--- config.mk ---
export PLATFORM = sky130hd
export DESIGN_NAME = bus_rr_arbiter
export DESIGN_NICKNAME = d
export VERILOG_FILES = /design/src/rtl/tsp16_arb_pkg.sv /design/src/rtl/bus_rr_arbiter_rr_pick.sv /design/src/rtl/bus_rr_arbiter.sv
export SDC_FILE = /design/constraint.sdc
export NUM_CORES = 1
export LEC_CHECK = 0
export CORE_MARGIN = 2
export CORE_UTILIZATION = 59
export DETAILED_ROUTE_END_ITERATION = 16
export GPL_TIMING_DRIVEN = 0
export HOLD_SLACK_MARGIN = 0.02
export PLACE_DENSITY_LB_ADDON = 0.2
export SYNTH_ARGS = -nofsm -noshare
export SYNTH_HDL_FRONTEND = slang
export SYNTH_HIERARCHICAL = 1
export SYNTH_SLANG_ARGS = --single-unit
--- constraint.sdc ---
create_clock -name clk -period 9.35 [get_ports clk]
set_input_delay 1.87 -clock clk [delete_from_list [all_inputs] [get_ports clk]]
set_output_delay 1.87 -clock clk [all_outputs]
set_load 0.02 [all_outputs]
--- src/rtl/tsp16_arb_pkg.sv ---
// Shared constants and state type for the 8-way round-robin bus arbiter.
package tsp16_arb_pkg;
  localparam int NUM_REQ = 8;
  localparam int IDX_W   = 3;

  typedef enum logic [0:0] {
    IDLE = 1'b0,
    BUSY = 1'b1
  } arb_state_t;
endpackage

--- src/rtl/bus_rr_arbiter_rr_pick.sv ---
// Round-robin winner search: rotate req so ptr lands on bit 0, take the lowest
// set bit, then add ptr back to get the absolute requester index.
module rr_pick
  import tsp16_arb_pkg::*;
(
  input  logic [NUM_REQ-1:0] req,
  input  logic [IDX_W-1:0]   ptr,
  output logic [IDX_W-1:0]   winner,
  output logic               any
);
  logic [NUM_REQ-1:0] rot;
  logic [IDX_W-1:0]   off;

  always_comb begin
    rot = '0;
    off = '0;
    for (int i = 0; i < NUM_REQ; i++) begin
      rot[i] = req[IDX_W'(i) + ptr];
    end
    // Descending scan so the lowest set bit is the last one written.
    for (int i = NUM_REQ - 1; i >= 0; i--) begin
      if (rot[i]) off = IDX_W'(i);
    end
    winner = off + ptr;
    any    = |req;
  end
endmodule

--- src/rtl/bus_rr_arbiter.sv ---
// Two-state round-robin bus arbiter: the owner keeps the bus until it drops req,
// and every handover passes through one all-zero grant cycle.
// Define ARB_TIMEOUT_EN to revoke a grant after TIMEOUT cycles and pulse timeout.
module bus_rr_arbiter
  import tsp16_arb_pkg::*;
#(
  parameter int unsigned TIMEOUT = 16
) (
  input  logic               clk,
  input  logic               rst_n,
  input  logic [NUM_REQ-1:0] req,
  output logic [NUM_REQ-1:0] gnt,
  output logic [IDX_W-1:0]   gnt_idx,
  output logic               gnt_valid,
  output logic               timeout,
  output arb_state_t         state
);
  logic [IDX_W-1:0] ptr;
  logic [IDX_W-1:0] winner;
  logic             any;

  if (TIMEOUT < 2 || TIMEOUT > 255) begin : g_bad_timeout
    $error("TIMEOUT must lie in 2..255");
  end

  rr_pick u_pick (
    .req    (req),
    .ptr    (ptr),
    .winner (winner),
    .any    (any)
  );

`ifdef ARB_TIMEOUT_EN
  localparam logic [7:0] TMO_LAST = 8'(TIMEOUT - 1);
  logic [7:0] cnt;
  logic       tmo_q;
  assign timeout = tmo_q;
`else
  assign timeout = 1'b0;
`endif

  always_ff @(posedge clk or negedge rst_n) begin
    if (!rst_n) begin
      state     <= IDLE;
      gnt       <= '0;
      gnt_idx   <= '0;
      gnt_valid <= 1'b0;
      ptr       <= '0;
`ifdef ARB_TIMEOUT_EN
      cnt       <= '0;
      tmo_q     <= 1'b0;
`endif
    end else begin
`ifdef ARB_TIMEOUT_EN
      tmo_q <= 1'b0;
`endif
      case (state)
        IDLE: begin
          if (any) begin
            state     <= BUSY;
            gnt       <= NUM_REQ'(1) << winner;
            gnt_idx   <= winner;
            gnt_valid <= 1'b1;
            ptr       <= winner + IDX_W'(1);
`ifdef ARB_TIMEOUT_EN
            cnt       <= '0;
`endif
          end
        end
        BUSY: begin
          // A release always wins over a revoke landing on the same edge.
          if (!req[gnt_idx]) begin
            state     <= IDLE;
            gnt       <= '0;
            gnt_idx   <= '0;
            gnt_valid <= 1'b0;
          end
`ifdef ARB_TIMEOUT_EN
          else if (cnt == TMO_LAST) begin
            state     <= IDLE;
            gnt       <= '0;
            gnt_idx   <= '0;
            gnt_valid <= 1'b0;
            tmo_q     <= 1'b1;
          end else begin
            cnt <= cnt + 8'd1;
          end
`endif
        end
      endcase
    end
  end
endmodule
# Word level (Yosys, flattened, before mapping)
# Cells that the tools add are included.
# W data, S select, Z words.
# word_totals
regBits	16
in_bits	10
wordCells	68
# op_classes
n_addsub	9
order_cmp	9
eq_ne	2
shifts	1
n_mux	38
bitwise	1
n_reduce_logical	3
# ops
cell	n
$lt A3 B4 Y1 const B	9
$mux W3	10
$bmux W1 S3	9
$mux W8	2
$pmux W8 S2	1
$mux W1	13
$add A3 B3 Y3 const A	4
$reduce_or A8 Y1	1
$shl A1 B3 Y8 const A	1
$add A2 B3 Y3 const A	2
$pmux W3 S2	1
$ne A2 B2 Y1 const B	2
$pmux W1 S2	2
$reduce_and A2 Y1	2
$add A1 B3 Y3 const A	1
$add A3 B1 Y3 const B	1
$add A3 B3 Y3	1
$not A1 Y1	1

# Depth between registers and ports, before layout
# logic_depth
ltp_word	15
mapped_depth	20

# Hierarchy
# Netlist, hierarchy kept.
# modules_own_cells
mod	instances	cells_each	area_each_um2	seq_area_each_um2
bus_rr_arbiter	1	92	1018.5	400.4
rr_pick	1	66	623.1	0.0

# Worst setup path before layout
# OpenSTA, ideal clock, no wires.
# synth_timing
path_kind	in2reg
from	input port req[5]
to	register gnt[3]
setup_ns	0.152
arrival_ns	4.594
t_required_ns	9.198
setup_slack_ns	4.604
path_stages	15
n_path_buf	0
path_cell_list	mux4_2 > mux2i_1 > o221ai_1 > a21oi_1 > o21ai_0 > a21oi_1 > ha_1 > inv_1 > fa_1 > xnor2_1 > xnor2_1 > inv_1 > ha_1 > mux2i_1 > o32ai_2
# synth_via
elab_chain_cells	14
# synth_lines
element	line_no	rtl
start, declared	bus_rr_arbiter.sv:11	input logic [NUM_REQ-1:0] req,
$bmux W1 S3	bus_rr_arbiter_rr_pick.sv:18	rot[i] = req[IDX_W'(i) + ptr];
$mux W1 (implied by the code)	bus_rr_arbiter_rr_pick.sv:18	
$mux W3 (7 in series)	bus_rr_arbiter_rr_pick.sv:22	if (rot[i]) off = IDX_W'(i);
$mux W3 *	bus_rr_arbiter_rr_pick.sv:22	
$add A3 B3 Y3 *	bus_rr_arbiter_rr_pick.sv:24	winner = off + ptr;
via winner[2]	bus_rr_arbiter.sv:19	logic [IDX_W-1:0] winner;
$shl A1 B3 Y8 *	bus_rr_arbiter.sv:61	gnt <= NUM_REQ'(1) << winner;
$mux W8 *	bus_rr_arbiter.sv:59	if (any) begin
$pmux W8 S2 *	bus_rr_arbiter.sv:57	case (state)
end signal, assigned	bus_rr_arbiter.sv:61	
end, declared	bus_rr_arbiter.sv:12	output logic [NUM_REQ-1:0] gnt,
# The timed path passes the listed nets; every way through them passes the cells marked *. The select of a mux whose other input is x is not followed.
# A chain may end at the register's enable or synchronous reset.

# Worst setup path in the final report
# layout_timing
from	input port req[4]
to	register gnt[3]
# Same word-level chain as after synthesis.

==> impl_metrics.yaml <==
outcome:
  status: "complete, no violations"
synthesis:
  synth.distinct_cells: 41
  synth_fp_nets: 178
  avgSynthCellArea_um2: 10.39
  syn_area_um2: 1642
  synth_warnings: 6
  ys.flop_type: "dfrtp_1"
  synth-edff-count: 0
  ys_ff_latch: 16
  ys_seq_area_share_pct: 24.39
  ys_async_sr_fraction_pct: 100.0
  syn_inst: 158
cells_and_area:
  diodes: 0
  mostFrequentLayoutCells: "22 x clkdlybuf4s50_1, 19 x mux2i_1, 18 x inv_1"
  final_common_cell: "clkdlybuf4s50_1"
  drive_gt1_share_pct: 19.67
  final_net_count: 205
  fillers: 222
  syn2layout_area_growth_pct: 17.15
timing:
  setup-violations-final: 0
  hold_violations: 0
  final.setup.tns_ns: 0
  fmax_mhz: 180.1
  fin_skew_ns: 0.002337
  tightest_slew_ns: 0.7135
  fin_crit_sh_pct: 59.39
  rsz0062_at_grt: "false"
  slew_headroom_pct: 52.29
  drv_slew: 0
  fin_crit_ns: 5.553
setup_path:
  cp-end-kind: "flip-flop"
  r2r-end: "gnt[3]$_DFFE_PN0P_"
  worstSetupPathType: "input pin to flip-flop"
  slowest_stage: "mux4_2"
  worstPathArrival_ns: 5.70
  r2r_cells: 20
  slowest_delay_ns: 0.53
  rrSetupSlack_ns: 4.87
  reg2reg_from: "ptr[0]$_DFFE_PN0P_"
  cp-start-kind: "input pin"
  cp_max_fo: 6
  path_cells: "clkdlybuf4s50_1 > mux4_2 > mux2i_1 > o221ai_1 > a21oi_1 > o21ai_0 > a21oi_1 > ha_1 > inv_1 > fa_1 > xnor2_1 > xnor2_1 > inv_1 > ha_1 > mux2i_1 > o32ai_2"
  cp.required_ns: 9.49
clock_network:
  cts_tree: "yes"
  ctsResizeCount: 0
  htreeDepth: 1
  clockBufferDepth: 2
  hold_buffers: 0
  root_buffer: "clkbuf_4"
  clock-sinks: 16
  cts_buffers: 3
  path_clk_slew_ns: 0.09
  post-cts-setup-buffer-count: 0
  clk_latency_ns: 0.29
die:
  rows: 19
  ios: 24
  start_util_pct: 60.57
  die_w_um: 56.75
  dieArea_um2: 3220
  core_area_um2: 2710
  die_h_um: 56.75
grt:
  antenna_found_initial: 0
  grt_first_pass_wirelength_um: 6106
  grt_usage_pct: 24.06
  gr-total-overflow: 0
  grt_pass1_vias: 1371
  grt_max_degree: 17
worst_hold_path:
  min_from: "ptr[2]$_DFFE_PN0P_"
  hold_end: "ptr[2]$_DFFE_PN0P_"
  hold_class: "flip-flop to flip-flop"
  hold_depth: 2
route:
  routedWlPerCell_um: 16.80
  num_vias: 1312
  ant_nets: 0
  viasPerCell: 6.131
  dr.pass1.iters: 4
  route.detailed.drc: 0
  wirelength_um: 3595
  drtIter0Drc: 79
placement:
  place_hpwl_um: 2787
  place_congestion: 0.8472
  numPortBuffers: 22
job:
  cap_violations: 0
## per-stage QoR
stage          hold WS, ns  cell area, µm²  instances  utilization (%)  setup WS [ns]
2_1_floorplan       0.4657            1642        158                -          4.604
3_3_place_gp        0.4884            1901        211            70.13          3.639
3_5_place_dp        0.5004            1901        211            70.13          3.528
4_1_cts             0.5199            1923        214            70.96          3.820
5_1_grt             0.5738            1923        214            70.96          3.503
6_report            0.5083            1923        214            70.96          3.797
## worst max-delay path by stage
| stage | cells after the start | endpoint | slack [ns] | from |
|---|---|---|---|---|
| 2_1_floorplan | 15 | gnt[3]$_DFFE_PN0P_ | 4.60 | req[5] |
| 3_3_place_gp | 16 | gnt[3]$_DFFE_PN0P_ | 3.64 | req[5] |
| 3_5_place_dp | 16 | gnt[3]$_DFFE_PN0P_ | 3.53 | req[1] |
| 4_1_cts | 16 | gnt[3]$_DFFE_PN0P_ | 3.82 | req[1] |
| 5_1_grt | 16 | gnt[3]$_DFFE_PN0P_ | 3.50 | req[1] |
| 6_report | 16 | gnt[3]$_DFFE_PN0P_ | 3.80 | req[4] |
## sequential cells by signal, summed over array words and instances, names as in the netlist
| register | count |
|---|---|
| gnt | 8 |
| gnt_idx | 3 |
| gnt_valid | 1 |
| ptr | 3 |
| state | 1 |
## per-layer routing
metal,global-route usage [%],share of wire [%]
met2,45.68,55
met5,0,0
met3,3.456,3.8
met1,26.72,39
met4,8.970,1.6
## cell families (layout without fill, tap and decap cells)
kind of cell    after synthesis  in the layout  share of synthesized area, %
mux                          34             34                         24.16
buf+inv                      28             53                         9.679
flops                        16             16                         24.39
simple gates                 26             26                         8.079
xor+xnor                      4              4                         3.278
compound gates               39             39                         22.10
other cells                   1              1                        0.2284
fa+ha+maj                    10             10                         8.079
## critical path, delay by kind of cell
family / cells / cell delay (ns)
adder cells (fa/ha/maj): 3 / 0.79
buffers and inverters: 3 / 0.77
multiplexers: 3 / 0.90
XOR/XNOR: 2 / 0.65
AO/OA/AOI/OAI: 5 / 0.71
## cell usage after synthesis (all sizes together) (2+ instances only)
cell type | count | area (µm²)
mux2i | 19 | 190.2
inv | 18 | 67.56
dfrtp | 16 | 400.4
mux2 | 12 | 135.1
o32ai | 10 | 166.4
ha | 9 | 112.6
nand2 | 9 | 33.78
o21ai | 8 | 40.04
buf | 7 | 50.04
nand2b | 4 | 25.02
nand3 | 4 | 20.02
o22ai | 4 | 25.02
a21oi | 3 | 15.01
a31oi | 3 | 18.77
clkbuf | 3 | 41.29
mux4 | 3 | 71.32
nor2b | 3 | 18.77
o21a | 3 | 22.52
o221ai | 3 | 32.53
xnor2 | 3 | 45.05
nor2 | 2 | 7.510
nor4 | 2 | 12.51
## layout make-up
type | count | area, µm² | area share [%]
buffer | 10 | 91.34 | 4.750
inverter | 18 | 67.56 | 3.513
sequential | 16 | 400.4 | 20.82
timing repair buffer | 22 | 220.2 | 11.45
tap | 31 | 38.79 | 2.017
multi-input combinational | 114 | 1082 | 56.28
clock buffer | 3 | 22.52 | 1.171
Power is left out: the tool's default activity adds up to more than one toggle a clock period on the data nets, which glitch-free logic cannot reach.
